<file path="src/rtl/fdiv_iter.sv">
// fdiv_iter: iterative IEEE-754 single divider (restoring radix-2).
// Exact RNE quotient y = x1 / x2 with valid/ready on input and output.
//
// Ports:
//   clk, rstn            clock (rising), async active-low reset
//   x1, x2               dividend / divisor, IEEE single
//   in_valid, in_ready   operand handshake (in_ready only in IDLE)
//   y, out_valid,        result handshake; y held until accepted
//   out_ready
//   flags                {div_by_zero, overflow, underflow},
//                        present only when FDIV_FLAGS_EN is defined
//
// Parameter BITS_PER_CYCLE (1 or 2): quotient bits retired per
// CALC cycle. Denormal inputs are flushed to zero; no denormal
// outputs are produced.
module fdiv_iter #(
    parameter int BITS_PER_CYCLE = 1
) (
    input  logic        clk,
    input  logic        rstn,
    input  logic [31:0] x1,
    input  logic [31:0] x2,
    input  logic        in_valid,
    output logic        in_ready,
    output logic [31:0] y,
    output logic        out_valid,
    input  logic        out_ready
`ifdef FDIV_FLAGS_EN
    ,
    output logic [2:0]  flags
`endif
);

    localparam int QBITS = 26;
    localparam int NCYC  = QBITS / BITS_PER_CYCLE;
    localparam logic [4:0] CNT_LAST = 5'(NCYC - 1);

    localparam logic [1:0] S_IDLE = 2'd0;
    localparam logic [1:0] S_CALC = 2'd1;
    localparam logic [1:0] S_NORM = 2'd2;
    localparam logic [1:0] S_DONE = 2'd3;

    localparam logic [31:0] QNAN = 32'h7FC0_0000;

    logic [1:0]  state_q;
    logic        sign_q;
    logic [9:0]  exp_q;
    logic [23:0] dvs_q;
    logic [25:0] rem_q;
    logic [24:0] quo_q;
    logic [4:0]  cnt_q;
    logic        spec_q;
    logic [31:0] y_q;
`ifdef FDIV_FLAGS_EN
    logic [2:0]  flags_q;
`endif

    // ---------------- operand decode ----------------
    logic [7:0]  e1, e2;
    logic [22:0] f1, f2;
    logic        z1, z2, i1, i2, n1, n2;
    logic        sgn;
    logic [23:0] m1, m2;
    logic        m_lt;
    logic [25:0] dvd;
    logic [9:0]  exp_in;
    logic        is_spec;
    logic [31:0] spec_y;

    assign e1  = x1[30:23];
    assign e2  = x2[30:23];
    assign f1  = x1[22:0];
    assign f2  = x2[22:0];
    assign sgn = x1[31] ^ x2[31];

    // exp==0 covers both zero and flushed denormals
    assign z1 = (e1 == 8'h00);
    assign z2 = (e2 == 8'h00);
    assign i1 = (e1 == 8'hFF) && (f1 == 23'd0);
    assign i2 = (e2 == 8'hFF) && (f2 == 23'd0);
    assign n1 = (e1 == 8'hFF) && (f1 != 23'd0);
    assign n2 = (e2 == 8'hFF) && (f2 != 23'd0);

    assign m1   = {1'b1, f1};
    assign m2   = {1'b1, f2};
    assign m_lt = (m1 < m2);

    // Pre-shifting a smaller dividend keeps the quotient in [1,2)
    assign dvd = m_lt ? {1'b0, m1, 1'b0} : {2'b00, m1};

    assign exp_in = {2'b00, e1} - {2'b00, e2}
                  + 10'd127 - {9'd0, m_lt};

    always_comb begin
        is_spec = 1'b1;
        spec_y  = QNAN;
        if (n1 || n2 || (z1 && z2) || (i1 && i2)) begin
            spec_y = QNAN;
        end else if (z2 && !i1) begin
            spec_y = {sgn, 8'hFF, 23'd0};
        end else if (i1) begin
            spec_y = {sgn, 8'hFF, 23'd0};
        end else if (z1 || i2) begin
            spec_y = {sgn, 31'd0};
        end else begin
            is_spec = 1'b0;
            spec_y  = 32'd0;
        end
    end

`ifdef FDIV_FLAGS_EN
    logic spec_dbz;
    assign spec_dbz = z2 && !z1 && !i1 && !n1;
`endif

    // ---------------- restoring iteration ----------------
    logic [25:0] r_nx;
    logic [24:0] q_nx;

    // Hidden quotient bit falls off the top of quo_q, leaving
    // 23 fraction bits, guard and round after the last shift.
    always_comb begin
        r_nx = rem_q;
        q_nx = quo_q;
        for (int i = 0; i < BITS_PER_CYCLE; i++) begin
            if (r_nx >= {2'b00, dvs_q}) begin
                r_nx = r_nx - {2'b00, dvs_q};
                q_nx = {q_nx[23:0], 1'b1};
            end else begin
                q_nx = {q_nx[23:0], 1'b0};
            end
            r_nx = {r_nx[24:0], 1'b0};
        end
    end

    // ---------------- round / normalise ----------------
    logic        sticky;
    logic        rnd_up;
    logic [23:0] frac_s;
    logic [9:0]  exp_r;
    logic        ovf, unf;
    logic [31:0] y_n;

    assign sticky = |rem_q;
    assign rnd_up = quo_q[1] & (quo_q[0] | sticky | quo_q[2]);
    assign frac_s = {1'b0, quo_q[24:2]} + {23'd0, rnd_up};

    // Carry-out of rounding: fraction wraps to 0, exponent + 1
    assign exp_r = exp_q + {9'd0, frac_s[23]};
    assign ovf   = ($signed(exp_r) >= 10'sd255);
    assign unf   = ($signed(exp_r) <= 10'sd0);

    always_comb begin
        if (ovf) begin
            y_n = {sign_q, 8'hFF, 23'd0};
        end else if (unf) begin
            y_n = {sign_q, 31'd0};
        end else begin
            y_n = {sign_q, exp_r[7:0], frac_s[22:0]};
        end
    end

    // ---------------- control ----------------
    // Specials load y at accept and pass through NORM, so their
    // result appears one edge later from the same output stage.
    always_ff @(posedge clk or negedge rstn) begin
        if (!rstn) begin
            state_q <= S_IDLE;
            sign_q  <= 1'b0;
            exp_q   <= '0;
            dvs_q   <= '0;
            rem_q   <= '0;
            quo_q   <= '0;
            cnt_q   <= '0;
            spec_q  <= 1'b0;
            y_q     <= '0;
`ifdef FDIV_FLAGS_EN
            flags_q <= '0;
`endif
        end else begin
            case (state_q)
                S_IDLE: begin
                    if (in_valid) begin
                        sign_q  <= sgn;
                        exp_q   <= exp_in;
                        dvs_q   <= m2;
                        rem_q   <= dvd;
                        quo_q   <= '0;
                        cnt_q   <= '0;
                        spec_q  <= is_spec;
`ifdef FDIV_FLAGS_EN
                        flags_q <= {spec_dbz, 2'b00};
`endif
                        if (is_spec) begin
                            y_q     <= spec_y;
                            state_q <= S_NORM;
                        end else begin
                            state_q <= S_CALC;
                        end
                    end
                end
                S_CALC: begin
                    rem_q <= r_nx;
                    quo_q <= q_nx;
                    cnt_q <= cnt_q + 5'd1;
                    if (cnt_q == CNT_LAST) begin
                        state_q <= S_NORM;
                    end
                end
                S_NORM: begin
                    if (!spec_q) begin
                        y_q     <= y_n;
`ifdef FDIV_FLAGS_EN
                        flags_q <= {1'b0, ovf, unf};
`endif
                    end
                    state_q <= S_DONE;
                end
                S_DONE: begin
                    if (out_ready) begin
                        state_q <= S_IDLE;
                    end
                end
                default: state_q <= S_IDLE;
            endcase
        end
    end

    assign in_ready  = (state_q == S_IDLE);
    assign out_valid = (state_q == S_DONE);
    assign y         = y_q;
`ifdef FDIV_FLAGS_EN
    assign flags     = flags_q;
`endif

endmodule
</file>
<file path="config.mk">
export PLATFORM = sky130hd
export DESIGN_NAME = fdiv_iter
export DESIGN_NICKNAME = d
export VERILOG_FILES = /design/src/rtl/fdiv_iter.sv
export SDC_FILE = /design/constraint.sdc
export NUM_CORES = 1
export LEC_CHECK = 0
export BUFFER_PORTS_ARGS = -buffer_cell sky130_fd_sc_hd__buf_2
export CAP_MARGIN = 20
export CELL_PAD_IN_SITES_DETAIL_PLACEMENT = 1
export CELL_PAD_IN_SITES_GLOBAL_PLACEMENT = 1
export CORE_MARGIN = 4
export CORE_UTILIZATION = 40
export DETAILED_ROUTE_END_ITERATION = 10
export GPL_TIMING_DRIVEN = 0
export PLACE_DENSITY = 0.82
export SYNTH_ARGS = -nofsm -noshare
export SYNTH_HDL_FRONTEND = slang
export SYNTH_SLANG_ARGS = --single-unit
</file>
<file path="constraint.sdc">
create_clock -name clk -period 3.18 [get_ports clk]
set_input_delay 0.477 -clock clk [delete_from_list [all_inputs] [get_ports clk]]
set_output_delay 0.477 -clock clk [all_outputs]
set_load 0.05 [all_outputs]
</file>
==> run_results.csv, run 1 <==
group,metric,value,unit
yosys,synth_warnings,0,
worst_setup_path,slowest_stage,"fa_2",
worst_setup_path,cp-startpoint,"x2[1]",
yosys,yosys-top-cells-count,"126 x dfrtp_1, 115 x nand2_1, 73 x inv_1",
clock_network,cts.sinks,126,
sta,post-route-period-util,1.055,
flow_run,cap_violations,0,
detailed_routing,wl_per_cell,20.67,um
run_status,violations,"negative setup slack",
power,p_seq_frac,0.232,
worst_setup_path,path_depth,19,
place,port-buffer-count,101,
worst_setup_path,crit_path_cell_trace,"buf_12 > inv_12 > ha_4 > a21o_1 > a211o_1 > a21oi_2 > o21ai_2 > a221oi_4 > buf_6 > inv_4 > ha_4 > ha_4 > fa_2 > a21o_1 > a21o_1 > a21o_1 > a21oi_2 > xor2_1 > o21ai_1",
grt,grt_pass1_vias,8634,
clock_network,cts_root_buf,"clkbuf_16",
power,power_frac_clock,0.179,
worst_setup_path,rr_worst_depth,18,
floorplan,ios,102,
yosys,yosys_most_used_dff,"dfrtp_1",
floorplan,coreArea,21350,sq um
detailed_routing,drc,0,
power,p_leak,5.171,nW
power,ir_drop,0.4546,mV
sta,rsz0062_at_grt,"yes",
worst_setup_path,timing.rr.end,"y[12]",
place,dp_hpwl,20.90,mm
worst_setup_path,worstSetupPathType,"primary input to flop",
worst_setup_path,cpMostUsedCell,"a21o_1",
yosys,ys_ff_latch,126,
power,p_sw_frac,0.4792,
detailed_routing,drt_iter0_markers,450,
finish,fin_nets,1296,
sta,worstMarginPinSlew,1125,ps
worst_setup_path,crit_end,"exp_q[7]",
yosys,syn_area,8798,sq um
clock_network,clk_pin_slew,60,ps
floorplan,row_count,53,
worst_setup_path,max_stage_delay,360,ps
grt,grt_use_met1,0.3039,
yosys,syn_avg_cell_area,8.816,sq um
yosys,synth_top_cell_by_area,"dfrtp_1",
worst_setup_path,cp.required,3470,ps
clock_network,h-tree-depth,4,
run_status,outcome,"complete, but fails checks",
power,cellPowerDensity,1032,nW/um^2
place,post-place-ws,-1250,ps
worst_setup_path,reg2reg_from,"quo_q[2]",
finish,diodes,0,
yosys,synth.area.top_cells,"dfrtp_1 36%, ha_1 10%, nand2_1 4.9%",
worst_setup_path,crit_arrival,3640,ps
grt,grt_max_degree,97,
grt,grt-ovfl-total,0,
floorplan,die_y,156.3,um
detailed_routing,drtAntennaViolNets,0,
sta,setup_tns,-2092,ps
clock_network,cts_max_path_buffers,2,
grt,grt_pass1_wl,45.46,mm
worst_setup_path,worst-r2r-setup-slack,-120,ps
worst_setup_path,path_delay_family,"compound AO/OA/AOI/OAI gates",
yosys,ys_types,62,
finish,fin_util,0.5291,
sta,holdWs,339.0,ps
detailed_routing,routed_wl,29.81,mm
place,gp_congestion,0.8787,
worst_setup_path,critPathBufInv,4,
worst_setup_path,critPathMaxFanout,2,
clock_network,cts_tree,"built",
grt,grt_antenna_before_repair,0,
yosys,async_flop_share,1.000,
yosys,syn-num-nets,1140,
sta,hold_viol_final,0,
yosys,synth_top_area_frac,0.3584,
sta,min_period,3354,ps
sta,max_freq,298.1,MHz
min_path,min_path_type,"primary input to flop",
floorplan,start_util,0.4120,
power,intPower,6.074,mW
grt,use_met3,0.04176,
finish,syn2layout_area_growth,28.41,%
yosys,synth_edf_count,0,
worst_setup_path,critPathCaptureType,"flop",
detailed_routing,first_pass_iters,5,
clock_network,insertion_delay,430,ps
yosys,yosysMostFrequentCell,"dfrtp_1",
worst_setup_path,critPathLaunchType,"primary input",
sta,setup_slack,-174.2,ps
finish,drive_above_1_share,0.2451,
sta,finClkSkew,7.382,ps
yosys,ys_seq_area_frac,0.3584,
power,p_sw,5.588,mW
detailed_routing,viasPerCell,5.815,
sta,finalSetupViolations,25,
sta,max_slew_margin,0.2498,
detailed_routing,vias,8385,
grt,use_met2,0.3937,
grt,grt_usage,0.2339,
power,comb_power_share,0.589,
floorplan,die_w,156.3,um
sta,slew_viol_final,0,
yosys,netlist_instances,998,
grt,gr-max-usage-layer,"met2",
floorplan,die_area,24430,sq um
clock_network,cts_buffers,17,
-- tightest hold or removal path, delay by kind of cell --
| family | cells | cell delay, ps |
|---|---|---|
| AO/OA/AOI/OAI | 1 | 80 |
| buffers and inverters | 2 | 160 |
-- kinds of logic (layout without fill, tap and decap cells) --
group,after synthesis,in the layout,share of synthesized area
AOI/OAI and AO/OA,289,289,0.2193
xor gates and xnor gates,63,63,0.06271
adders and majority gates,74,74,0.1078
buffers and inverters,115,284,0.05446
DFF,126,126,0.3584
muxes,31,31,0.03811
and+or+nand+nor,300,300,0.1593
-- through the flow --
step | std cells | total power [mW] | area [sq um]
6_report | 1442 | 11.66 | 11300
5_1_grt | 1442 | 12.52 | 11300
4_1_cts | 1431 | 11.07 | 10780
3_5_place_dp | 1375 | 8.666 | 9747
3_3_place_gp | 1374 | 8.441 | 9713
2_1_floorplan | 998 | 7.010 | 8864
-- state kept, by name, summed over array words and instances, names as in the netlist --
| register | flops |
|---|---|
| rem_q | 26 |
| quo_q | 25 |
| sign_q | 1 |
| cnt_q | 5 |
| dvs_q | 24 |
| state_q | 2 |
| y | 32 |
| spec_q | 1 |
| exp_q | 10 |
-- routing by layer --
| layer | wire length (um) | vias up |
|---|---|---|
| met3 | 1496 | 50 |
| met2 | 14970 | 236 |
| li1 | - | 3911 |
| met1 | 12570 | 4188 |
| met4 | 774 | 0 |
| met5 | 0 | - |
-- power by group through the flow --
stage | combinational, mW | sequential (mW) | clock [mW]
CTS | 6.31 | 2.66 | 2.10
finish | 6.87 | 2.71 | 2.09
global route | 7.57 | 2.77 | 2.18
detailed placement | 6.00 | 2.66 | 0
floorplan | 4.30 | 2.71 | 0
global placement | 5.81 | 2.63 | 0
-- timing repair --
item                       CTS  global route
setup endpoints to repair   51            60
setup buffers               23            12
hold buffers                 1             0
gates cloned                 1             1
pin swaps                   23            52
hold endpoints to repair    30             0
gates resized for setup     52            80
-- layout by cell type, fill, tap and decap left out, types with 5 or more instances in the layout --
| cell type | synthesis | final |
|---|---|---|
| o21ai_0 | 67 | 55 |
| nor4_1 | 19 | 18 |
| inv_1 | 73 | 71 |
| ha_4 | 0 | 5 |
| xnor2_1 | 30 | 30 |
| nor3_1 | 14 | 12 |
| nand2b_1 | 8 | 8 |
| nand2_1 | 115 | 111 |
| mux2_2 | 20 | 20 |
| nor2_1 | 64 | 61 |
| a211oi_1 | 16 | 13 |
| a21oi_2 | 2 | 10 |
| o21ai_1 | 3 | 7 |
| clkbuf_1 | 30 | 29 |
| nand4_1 | 20 | 20 |
| mux2i_1 | 11 | 10 |
| o21a_1 | 9 | 9 |
| dfrtp_1 | 126 | 125 |
| buf_4 | 3 | 36 |
| clkbuf_16 | 0 | 18 |
| xor2_1 | 33 | 30 |
| o22ai_1 | 16 | 15 |
| and3_1 | 14 | 10 |
| o211ai_1 | 6 | 6 |
| a21oi_1 | 54 | 45 |
| o31ai_4 | 0 | 16 |
| a21o_1 | 32 | 32 |
| ha_1 | 71 | 66 |
| clkbuf_8 | 0 | 5 |
| buf_2 | 2 | 97 |
| a22o_1 | 25 | 25 |
| nor2b_1 | 7 | 7 |
| nand3_1 | 23 | 19 |
| o21ai_2 | 1 | 9 |
| buf_6 | 3 | 6 |
| o31a_1 | 5 | 5 |
-- how the worst min path moves through the flow --
| stage | slack [ps] | depth (start not counted) | to | from |
|---|---|---|---|---|
| 5_1_grt | 350 | 3 | dvs_q[13] | x2[13] |
| 3_5_place_dp | 380 | 1 | y[18] | rstn |
| 2_1_floorplan | 180 | 0 | cnt_q[0] | rstn |
| 6_report | 340 | 3 | dvs_q[9] | x2[9] |
| 4_1_cts | 340 | 3 | dvs_q[8] | x2[8] |
| 3_3_place_gp | 430 | 2 | dvs_q[23] | dvs_q[23] |
-- cell type report --
type | instances | area [sq um]
fillers | 2460 | 10050
inverters | 73 | 289.0
plain buffers | 41 | 226.5
clock inverters | 10 | 133.9
repair buffers | 138 | 869.6
flip-flops and latches | 126 | 3154
multi-input cells | 757 | 5787
well taps | 275 | 344.1
clock buffers | 22 | 494.2
Power figures use the tool's default switching activity.
==> inputs of run 2 (changes only) <==
Settings changed: ABC_CLOCK_PERIOD_IN_PS set to 3200, PLACE_DENSITY 0.82 to 0.79.
Clock period 3.18 ns to 3.2 ns, I/O delays scaled along.
==> run_results.csv, run 2 (same netlist as run 1, synthesis figures left out) <==
group,metric,value,unit
detailed_routing,first_pass_iters,5,
clock_network,cts_buffers,17,
finish,fin_util,0.5295,
grt,grt_pass1_wl,44.78,mm
place,placed_cells,1375,
floorplan,row_count,53,
sta,post-route-period-util,1.086,
sta,worstMarginPinSlew,1058,ps
detailed_routing,vias,8331,
floorplan,start_util,0.4120,
floorplan,die_y,156.3,um
worst_setup_path,worst-r2r-setup-slack,-150,ps
grt,grt_max_degree,68,
sta,hold_viol_final,0,
finish,layout_common_cells,"125 x dfrtp_1, 111 x nand2_1, 98 x buf_2",
place,dp_hpwl,20.65,mm
detailed_routing,drt_iter0_markers,455,
worst_setup_path,max_stage_delay,370,ps
finish,layout_commonest_cell,"dfrtp_1",
clock_network,cts_tree,"built",
sta,min_period,3474,ps
worst_setup_path,reg2reg_from,"quo_q[16]",
worst_setup_path,crit_path_cell_trace,"buf_12 > inv_12 > ha_4 > a21o_1 > a211o_1 > a21oi_2 > o21ai_2 > a221oi_4 > buf_6 > inv_4 > ha_4 > ha_4 > fa_2 > a21o_1 > a21o_1 > a21o_1 > a21oi_2 > buf_4 > xor2_1 > o21ai_1",
floorplan,ios,102,
flow_run,cap_violations,0,
place,gp_congestion,0.8690,
detailed_routing,routed_wl,29.66,mm
finish,fillers,2490,
floorplan,die_area,24430,sq um
clock_network,cts.sinks,126,
floorplan,die_w,156.3,um
worst_setup_path,crit_arrival,3760,ps
min_path,min_path_type,"primary input to async pin",
run_status,outcome,"complete, but fails checks",
worst_setup_path,critPathMaxFanout,2,
clock_network,cts_max_path_buffers,2,
sta,setup_slack,-274.4,ps
grt,grt_usage,0.2306,
worst_setup_path,worstSetupPathType,"primary input to flop",
finish,finalNonFillerCells,1443,
power,design_power_total,11.57,mW
power,ir_drop,0.3817,mV
worst_setup_path,critPathLaunchType,"primary input",
sta,max_freq,287.8,MHz
grt,grt_pass1_vias,8347,
worst_setup_path,cp.required,3480,ps
clock_network,insertion_delay,430,ps
detailed_routing,drc,0,
place,port-buffer-count,101,
worst_setup_path,cpMostUsedCell,"a21o_1",
worst_setup_path,critPathBufInv,5,
power,cellPowerDensity,1023,nW/um^2
sta,slew_viol_final,0,
finish,fin_nets,1297,
finish,fin_area,11310,sq um
sta,finalSetupViolations,34,
power,p_leak,5.190,nW
finish,diodes,0,
worst_setup_path,timing.rr.end,"y[20]",
sta,max_slew_margin,0.2885,
floorplan,coreArea,21350,sq um
detailed_routing,viasPerCell,5.773,
worst_setup_path,critPathCaptureType,"flop",
detailed_routing,wl_per_cell,20.55,um
sta,finClkSkew,8.896,ps
finish,largest_reg_flops,32,
finish,syn2layout_area_growth,28.50,%
clock_network,clk_pin_slew,60,ps
grt,grt-ovfl-total,0,
grt,grt_antenna_before_repair,0,
place,placed_area,9744,sq um
run_status,violations,"negative setup slack",
worst_setup_path,path_delay_family,"compound AO/OA/AOI/OAI gates",
detailed_routing,drtAntennaViolNets,0,
clock_network,h-tree-depth,4,
sta,rsz0062_at_grt,"yes",
clock_network,cts_root_buf,"clkbuf_16",
worst_setup_path,rr_worst_depth,14,
finish,drive_above_1_share,0.2423,
worst_setup_path,slowest_stage,"fa_2",
-- run 2: changes by cell type in the layout (fill, tap and decap cells not counted), sizes merged --
cell	previous run	this run
buf	148	150
clkbuf	52	49
clkdlybuf4s15	0	1
clkinv	5	6
clkinvlp	2	0
dlygate4sd3	1	0
inv	73	76
-- run 2: what timing repair did --
action,4_1_cts,5_1_grt
buffers inserted,23,12
pin swaps,22,47
setup endpoints to repair,41,59
hold buffers,0,0
cloned,1,1
gates resized for setup,47,85
-- run 2: cell type report --
| class | count | area (sq um) | area share |
|---|---|---|---|
| clock inverter | 12 | 157.7 | 0.01394 |
| sequential | 126 | 3154 | 0.2790 |
| buffer | 41 | 227.7 | 0.02014 |
| timing repair buffer | 139 | 882.1 | 0.07802 |
| tap | 275 | 344.1 | 0.03043 |
| multi-input combinational | 757 | 5784 | 0.5116 |
| inverter | 73 | 289.0 | 0.02556 |
| clock buffer | 20 | 466.7 | 0.04128 |
-- run 2: routing by layer --
metal | up-vias | GRT usage | share of wire
li1 | 3916 | - | -
met1 | 4138 | 0.3035 | 0.43
met2 | 231 | 0.3943 | 0.50
met3 | 46 | 0.04369 | 0.052
met4 | 0 | 0.05372 | 0.019
met5 | - | 0 | 0
-- run 2: stage by stage --
step,hold slack (ps),setup WS [ps],TNS [ps]
2_1_floorplan,184.4,-601.1,-1480
3_3_place_gp,431.2,-1198,-35500
3_5_place_dp,438.2,-1303,-27160
4_1_cts,56.21,-256.4,-422.8
5_1_grt,76.39,-405.7,-8436
6_report,35.13,-274.4,-4031
-- run 2: where the power goes --
| group | internal, mW | total (mW) | switching [mW] |
|---|---|---|---|
| sequential | 2.12 | 2.71 | 0.594 |
| clock | 1.29 | 2.08 | 0.782 |
| combinational | 2.59 | 6.79 | 4.19 |
| total | 6.00 | 11.6 | 5.57 |
-- run 2: worst max path at each step --
stage	start	to	slack, ps	cells after the start
finish	x2[1]	exp_q[7]	-270	20
global route	x2[1]	exp_q[7]	-410	20
detailed placement	x2[1]	exp_q[9]	-1300	19
CTS	x2[1]	exp_q[7]	-260	20
floorplan	x2[1]	exp_q[9]	-600	18
global placement	x2[1]	exp_q[9]	-1200	19
-- run 2: worst reg2reg max path, stage by stage, from the launching register on --
cell	delay, ps
dfrtp_2	450
and3_1	230
and3_1	240
nand4_1	180
nor2_4	70
ha_4	180
and3_4	180
and3_4	200
or3b_2	480
nor3_4	150
a21oi_2	60
o31a_1	340
nand2_4	190
clkbuf_16	190
o31ai_2	60
